File: src/rtl/mem_access_stage.sv
// Memory-access pipeline stage sitting directly behind the execute-stage ALU.
// ALU ops are forwarded to writeback with one cycle of latency. Aligned LW/SW
// become a single data-memory transaction over a req/ack handshake, and the
// stage stalls upstream (ready_in=0) until that transaction completes or
// times out. Illegal (LW and SW together) and misaligned accesses are
// rejected locally with an error pulse and never reach memory.
//
// Handshakes:
//   upstream : an op transfers on a rising clk edge where valid_in && ready_in;
//              ready_in depends only on state, never on valid_in.
//   memory   : mem_req rises and mem_addr/mem_we/mem_wdata are held stable
//              until the edge where mem_ack is seen high; mem_req drops the
//              cycle after. mem_ack is only looked at while a request is
//              outstanding, so a stray or late ack is ignored.
//   writeback: valid_out, wb_en and err are one-cycle pulses; wb_data and
//              wb_rd hold their last value between pulses.

module mem_access_stage #(
  parameter int ADDR_W  = 32,
  parameter int DATA_W  = 32,
  parameter int TIMEOUT = 16
) (
  input  logic              clk,
  input  logic              rst_n,
  input  logic              valid_in,
  output logic              ready_in,
  input  logic              is_load,
  input  logic              is_store,
  input  logic [ADDR_W-1:0] alu_result,
  input  logic [DATA_W-1:0] store_data,
  input  logic [4:0]        rd_in,
  input  logic              reg_write_in,
  output logic              mem_req,
  output logic              mem_we,
  output logic [ADDR_W-1:0] mem_addr,
  output logic [DATA_W-1:0] mem_wdata,
  input  logic [DATA_W-1:0] mem_rdata,
  input  logic              mem_ack,
  output logic              valid_out,
  output logic [DATA_W-1:0] wb_data,
  output logic [4:0]        wb_rd,
  output logic              wb_en,
  output logic              err
);

  // Counter is sized to hold TIMEOUT itself so it can saturate instead of wrap.
  localparam int CNT_W = (TIMEOUT < 2) ? 1 : $clog2(TIMEOUT + 1);
  localparam logic [CNT_W-1:0] CNT_LAST = CNT_W'(TIMEOUT - 1);
  localparam logic [CNT_W-1:0] CNT_MAX  = {CNT_W{1'b1}};

  typedef enum logic [1:0] {
    IDLE   = 2'd0,
    ACCESS = 2'd1,
    RESP   = 2'd2
  } state_t;

  state_t            state;
  logic [CNT_W-1:0]  cnt;
  logic [4:0]        rd_q;
  logic              reg_write_q;

  logic              accept;
  logic              is_mem;
  logic              illegal;
  logic              misaligned;
  logic              reject;
  logic              ack_hit;
  logic              at_limit;
  logic [DATA_W-1:0] alu_as_data;

  assign ready_in    = (state == IDLE);
  assign accept      = valid_in && ready_in;
  assign is_mem      = is_load || is_store;
  assign illegal     = is_load && is_store;
  assign misaligned  = is_mem && (alu_result[1:0] != 2'b00);
  assign reject      = illegal || misaligned;
  // Only an ack that arrives while the request is actually out counts.
  assign ack_hit     = mem_req && mem_ack;
  assign at_limit    = (cnt == CNT_LAST);
  assign alu_as_data = DATA_W'(alu_result);

  // Stage controller: op decode, memory transaction, timeout and writeback pulses.
  always_ff @(posedge clk) begin
    if (!rst_n) begin
      state       <= IDLE;
      cnt         <= '0;
      rd_q        <= '0;
      reg_write_q <= 1'b0;
      mem_req     <= 1'b0;
      mem_we      <= 1'b0;
      mem_addr    <= '0;
      mem_wdata   <= '0;
      valid_out   <= 1'b0;
      wb_data     <= '0;
      wb_rd       <= '0;
      wb_en       <= 1'b0;
      err         <= 1'b0;
    end else begin
      // Pulse outputs fall back to 0 unless a branch below raises them.
      valid_out <= 1'b0;
      wb_en     <= 1'b0;
      err       <= 1'b0;

      case (state)
        IDLE: begin
          if (accept) begin
            if (reject) begin
              // Illegal or misaligned: answer immediately, memory untouched.
              valid_out <= 1'b1;
              err       <= 1'b1;
              wb_rd     <= rd_in;
            end else if (!is_mem) begin
              // ALU op: stay in IDLE so the next op can follow back-to-back.
              valid_out <= 1'b1;
              wb_data   <= alu_as_data;
              wb_rd     <= rd_in;
              wb_en     <= reg_write_in;
            end else begin
              mem_req     <= 1'b1;
              mem_we      <= is_store;
              mem_addr    <= alu_result;
              mem_wdata   <= is_store ? store_data : '0;
              rd_q        <= rd_in;
              reg_write_q <= reg_write_in;
              cnt         <= '0;
              state       <= ACCESS;
            end
          end
        end

        ACCESS: begin
          if (ack_hit) begin
            // Ack wins even on the last allowed cycle.
            mem_req   <= 1'b0;
            state     <= RESP;
            valid_out <= 1'b1;
            wb_rd     <= rd_q;
            if (!mem_we) begin
              wb_data <= mem_rdata;
              wb_en   <= reg_write_q;
            end else begin
              wb_data <= '0;
            end
          end else if (at_limit) begin
            // Memory never answered: abandon the request and report it.
            mem_req   <= 1'b0;
            state     <= RESP;
            valid_out <= 1'b1;
            err       <= 1'b1;
            wb_rd     <= rd_q;
          end else if (cnt != CNT_MAX) begin
            cnt <= cnt + CNT_W'(1);
          end
        end

        RESP: begin
          // Writeback pulse is on the outputs during this cycle.
          state <= IDLE;
        end

        default: begin
          state <= IDLE;
        end
      endcase
    end
  end

endmodule

File: config.mk
export PLATFORM = sky130hd
export DESIGN_NAME = mem_access_stage
export DESIGN_NICKNAME = d
export VERILOG_FILES = /design/src/rtl/mem_access_stage.sv
export SDC_FILE = /design/constraint.sdc
export NUM_CORES = 1
export LEC_CHECK = 0
export ABC_CLOCK_PERIOD_IN_PS = 2400
export BUFFER_PORTS_ARGS = -buffer_cell sky130_fd_sc_hd__buf_4
export CORE_UTILIZATION = 30
export CTS_CLUSTER_DIAMETER = 80
export CTS_CLUSTER_SIZE = 8
export DETAILED_ROUTE_END_ITERATION = 10
export HOLD_SLACK_MARGIN = 0.03
export PLACE_DENSITY = 0.63
export SYNTH_ARGS = -nofsm -noshare
export SYNTH_HDL_FRONTEND = slang
export SYNTH_SLANG_ARGS = --single-unit
File: constraint.sdc
create_clock -name clk -period 2.4 [get_ports clk]
set_clock_uncertainty 0.15 [all_clocks]
set_input_delay 0.24 -clock clk [delete_from_list [all_inputs] [get_ports clk]]
set_output_delay 0.24 -clock clk [all_outputs]
set_load 0.005 [all_outputs]
# After elaboration in Yosys (flattened, before gate mapping)
# Cells that the tools add are included.
# totals
reg_bits	119
in_bits	108
out_inout_bits	107
elab_cells	91
# op_classes
n_addsub	1
eq_ne	13
mux	48
bitwise_logic	1
n_reduce_logical	15
# op_table
operator	count
$mux W32	6
$pmux W32 S2	1
$mux W5	11
$pmux W5 S2	2
$mux W1	18
$ne A2 B2 Y1 const B	6
$reduce_and A4 Y1	3
$mux W2	5
$reduce_and A5 Y1	2
$pmux W1 S2	4
$reduce_and A7 Y1	1
$add A5 B1 Y5 const B	1
$eq A5 B4 Y1 const B	1
$ne A5 B5 Y1 const B	1
$logic_and A1 B1 Y1	4
$ne A2 B1 Y1 const B	2
$pmux W2 S2	1
$reduce_bool A2 Y1	2
$ne A3 B2 Y1 const B	1
$ne A3 B3 Y1 const B	1
$eq A2 B1 Y1 const B	1
$logic_not A2 Y1	1
$logic_or A1 B1 Y1	2
$not A1 Y1	1

# Logic depth before layout (Yosys ltp)
# depth
word_depth	6
depth_mapped	7
ltp_nobuf	7

# Worst setup path before layout
# OpenSTA, ideal clock, no wires.
# synth_timing
path_kind	reg2reg
startpoint	register cnt[0]
endpoint	register cnt[3]
setup_time_ns	0.077
t_arrival_ns	1.844
t_required_ns	2.173
setup_slack_ns	0.329
stages_incl_launch_ff	8
path_buffers	0
synth_period_minus_slack_ns	2.071
cell_sequence	dfxtp_1 ha_1 and3_1 ha_1 a211oi_1 nand4_1 or3_1 a31oi_1
# synth_via
elab_chain_cells	5
elab_cells_between_ends	10
cone_classes	1 x add/sub; 4 x eq/ne; 4 x mux; 1 x reduce/logical
# synth_rtl
element	line_no	text
start, declared	58	logic [CNT_W-1:0] cnt;
start signal, assigned	152	cnt <= cnt + CNT_W'(1);
$add A5 B1 Y5	152	
$mux W5	151	end else if (cnt != CNT_MAX) begin
$mux W5	144	end else if (at_limit) begin
$mux W5	132	if (ack_hit) begin
$pmux W5 S2	104	case (state)
# Parallel ways exist; a longest one is shown, timed or not. The select of a mux whose other input is x is not followed.
# A chain may end at the register's enable or synchronous reset.

# Worst setup path after layout
# layout_timing
startpoint	register cnt[0]
endpoint	register cnt[0]
# Same word-level chain as after synthesis.

==> flow_summary.ini <==
[worst_setup_path]
worstPathArrival_ns = 2.35
critPathBufInv = 1
critPathKind = flop to flop
crit_chain = ha_1, and3_1, ha_1, a211oi_1, buf_4, nand2_1, a21o_1, mux2i_1
path_max_fanout = 4
startpoint_type = flop
crit_top_cell = ha_1
critPathCaptureType = flop
max_stage_delay_ns = 0.34
critical_path_required_ns = 2.55
crit_slowest_cell = a211oi_1
crit_family = compound AO/OA/AOI/OAI gates

[min_path]
hold_path.class = primary input to flop

[power]
leakage_nw = 3.605
clockPowerShare = 0.520
vdd_drop_max_mv = 0.4565
combPwrFrac = 0.115
swShare = 0.2269
p_per_area_nw_per_um2 = 684.6
power.switching_mw = 1.287
intPower_mw = 4.384
p_total_mw = 5.671
p_seq_frac = 0.365

[status]
status = finished, final reports clean

[placement]
post-dp-hpwl_um = 10140
place.gp.congestion = 0.7829
port_buffers = 214

[clocking]
holdBufCountCts = 72
clk_latency_ns = 0.41
h-tree-depth = 4
clk_pin_slew_ns = 0.06
cts_num_sinks = 119
cts_root_buffer = clkbuf_16
cts_tree = built
cts_resized = 0
post-cts-setup-buffers = 0
max-clock-path-buffers = 2
cts_made_buffers = 17

[route]
wl_met2_um = 7728
wl_per_cell_um = 14.31
viasPerCell = 4.711
ant_nets = 0
drt-pass1-iter-count = 4
num_vias = 5272
drt_iter0_drc = 233
routed_wl_um = 16010
route.met3.wl_um = 773
drc = 0
highest_layer = met4
wl_met1_um = 6912

[sta]
holdWs_ns = 0.06543
maxClockFrequency_ghz = 0.4533
rsz0062_at_grt = no
hold_viol = 0
slew_viol_final = 0
tns_ns = 0
post-route-min-period_ns = 2.206
finalCritPeriodShare = 0.9191
worstMarginPinSlew_ns = 0.8212
slew_headroom = 0.4526
finalSetupViolCount = 0

[floorplanning]
io-pin-count = 215
dieHeight_um = 132.4
die_w_um = 132.4
core_area_um2 = 16580
start_util = 0.3077
dieArea_um2 = 17530
rows = 47

[logic_synthesis]
yosysTopAreaCellShare = 0.4669
synthCells = 622
syn_area_um2 = 5102
synthTopCellsByArea = dfxtp_1 47%, nand2_1 12%, a21oi_1 7.2%, nor3_2 6.3%, o311a_1 6.3%
seq_area_frac_synth = 0.4669
yosysTopAreaCell = dfxtp_1
ys.flop_type = dfxtp_1
synth_warnings = 0
synth_seq_cells = 119
postSynthAreaPerCell_um2 = 8.203
synth_edf_count = 0
async_flop_share = 0
synth_cell_type_count = 39
yosysMostFrequentCell = nand2_1
netlist_top_cells_count = 158 x nand2_1, 119 x dfxtp_1, 73 x a21oi_1
synth_nets = 733

[final_layout]
num-nets-final = 997
multiInputGateArea_um2 = 2336
antenna_cells = 0
postLayoutCoreUtil = 0.4995
fillers = 1598
syn_to_final_growth_pct = 62.33
final-seq-area_um2 = 2382
drive_above_1_share = 0.3337

[grt]
antenna_found_initial = 0
grt_pass1_vias = 5349
grt_max_degree = 73
grt_pass1_wl_um = 26100
grt_usage = 0.1866
grt.overflow.total = 0

[run]
maxCapViolCount = 0
==> cells by family after synthesis <==
family          count (synthesis)  synth area share
compound gates                119            0.1572
fa+ha+maj                       3          0.007357
simple gates                  280            0.2641
mux                            13           0.02673
xor+xnor                        1          0.001717
flops                         119            0.4669
buf+inv                        87           0.07602
==> path summary, 6_finish.rpt <==
| kind | slack, ns | start | depth (start not counted) | end |
|---|---|---|---|---|
| setup / recovery | 0.19 | cnt[0] | 8 | cnt[0] |
| hold reg to reg | 0.30 | mem_wdata[24] | 2 | mem_wdata[24] |
| hold / removal | 0.07 | mem_rdata[6] | 4 | wb_data[6] |
| setup reg to reg | 0.19 | cnt[0] | 8 | cnt[0] |
==> through the flow <==
step	instances	setup WS, ns	cell area (um^2)
floorplan	622	0.3293	5102
global placement	1015	0.2762	6879
detailed placement	1015	0.2549	6879
CTS	1119	0.2302	8283
global route	1119	0.09355	8283
finish	1119	0.1942	8283
==> final cells by class <==
type                            instances  share of cell area
Clock buffer                           18             0.05302
Clock inverter                         14             0.02946
Inverter                               35             0.01616
Multi-Input combinational cell        416              0.2820
Sequential cell                       119              0.2876
Tap cell                              220             0.03323
Timing Repair Buffer                  297              0.2985
==> worst reg2reg max path, cell delays in order, from the launching register on <==
cell and delay, ns:
dfxtp_1 0.33, ha_1 0.23, and3_1 0.21, ha_1 0.23
a211oi_1 0.34, buf_4 0.19, nand2_1 0.05, a21o_1 0.23
mux2i_1 0.13
==> per-layer routing <==
layer / track usage / vias to the layer above
li1: - / 2632
met2: 0.3129 / 150
met1: 0.2155 / 2446
met4: 0.1041 / 0
met3: 0.04981 / 44
met5: 0 / -
==> sequential cells by signal, indices dropped and copies added, names as in the netlist <==
| register | flops |
|---|---|
| state | 2 |
| wb_rd | 5 |
| mem_req | 1 |
| wb_en | 1 |
| err | 1 |
| cnt | 5 |
| valid_out | 1 |
| mem_addr | 32 |
| reg_write_q | 1 |
| wb_data | 32 |
| mem_wdata | 32 |
| mem_we | 1 |
| rd_q | 5 |
==> power groups by stage <==
stage	logic, mW	registers [mW]	clock network, mW
final	0.651	2.07	2.95
after detailed placement	0.557	2.11	0
after CTS	0.654	2.07	3.02
after global placement	0.555	2.11	0
after global routing	0.709	2.08	3.11
after floorplan	0.256	2.12	0
==> placed cells by master, fill, tap and decap left out, types with 2 or more instances in the layout <==
master	n
buf_4	220
nand2_1	158
dfxtp_1	119
a21oi_1	73
dlygate4sd3_1	72
nor2_1	39
nand3_1	35
inv_1	34
o311a_1	32
nor3_2	32
clkbuf_16	17
mux2i_1	8
bufinv_16	6
mux2_2	5
buf_12	5
or3_1	4
and3_1	3
ha_1	3
inv_6	3
nand4_1	2
a211oi_1	2
a31oi_1	2
o21ai_0	2
clkinv_4	2
clkinvlp_4	2
(Power assumes the default switching activity.)
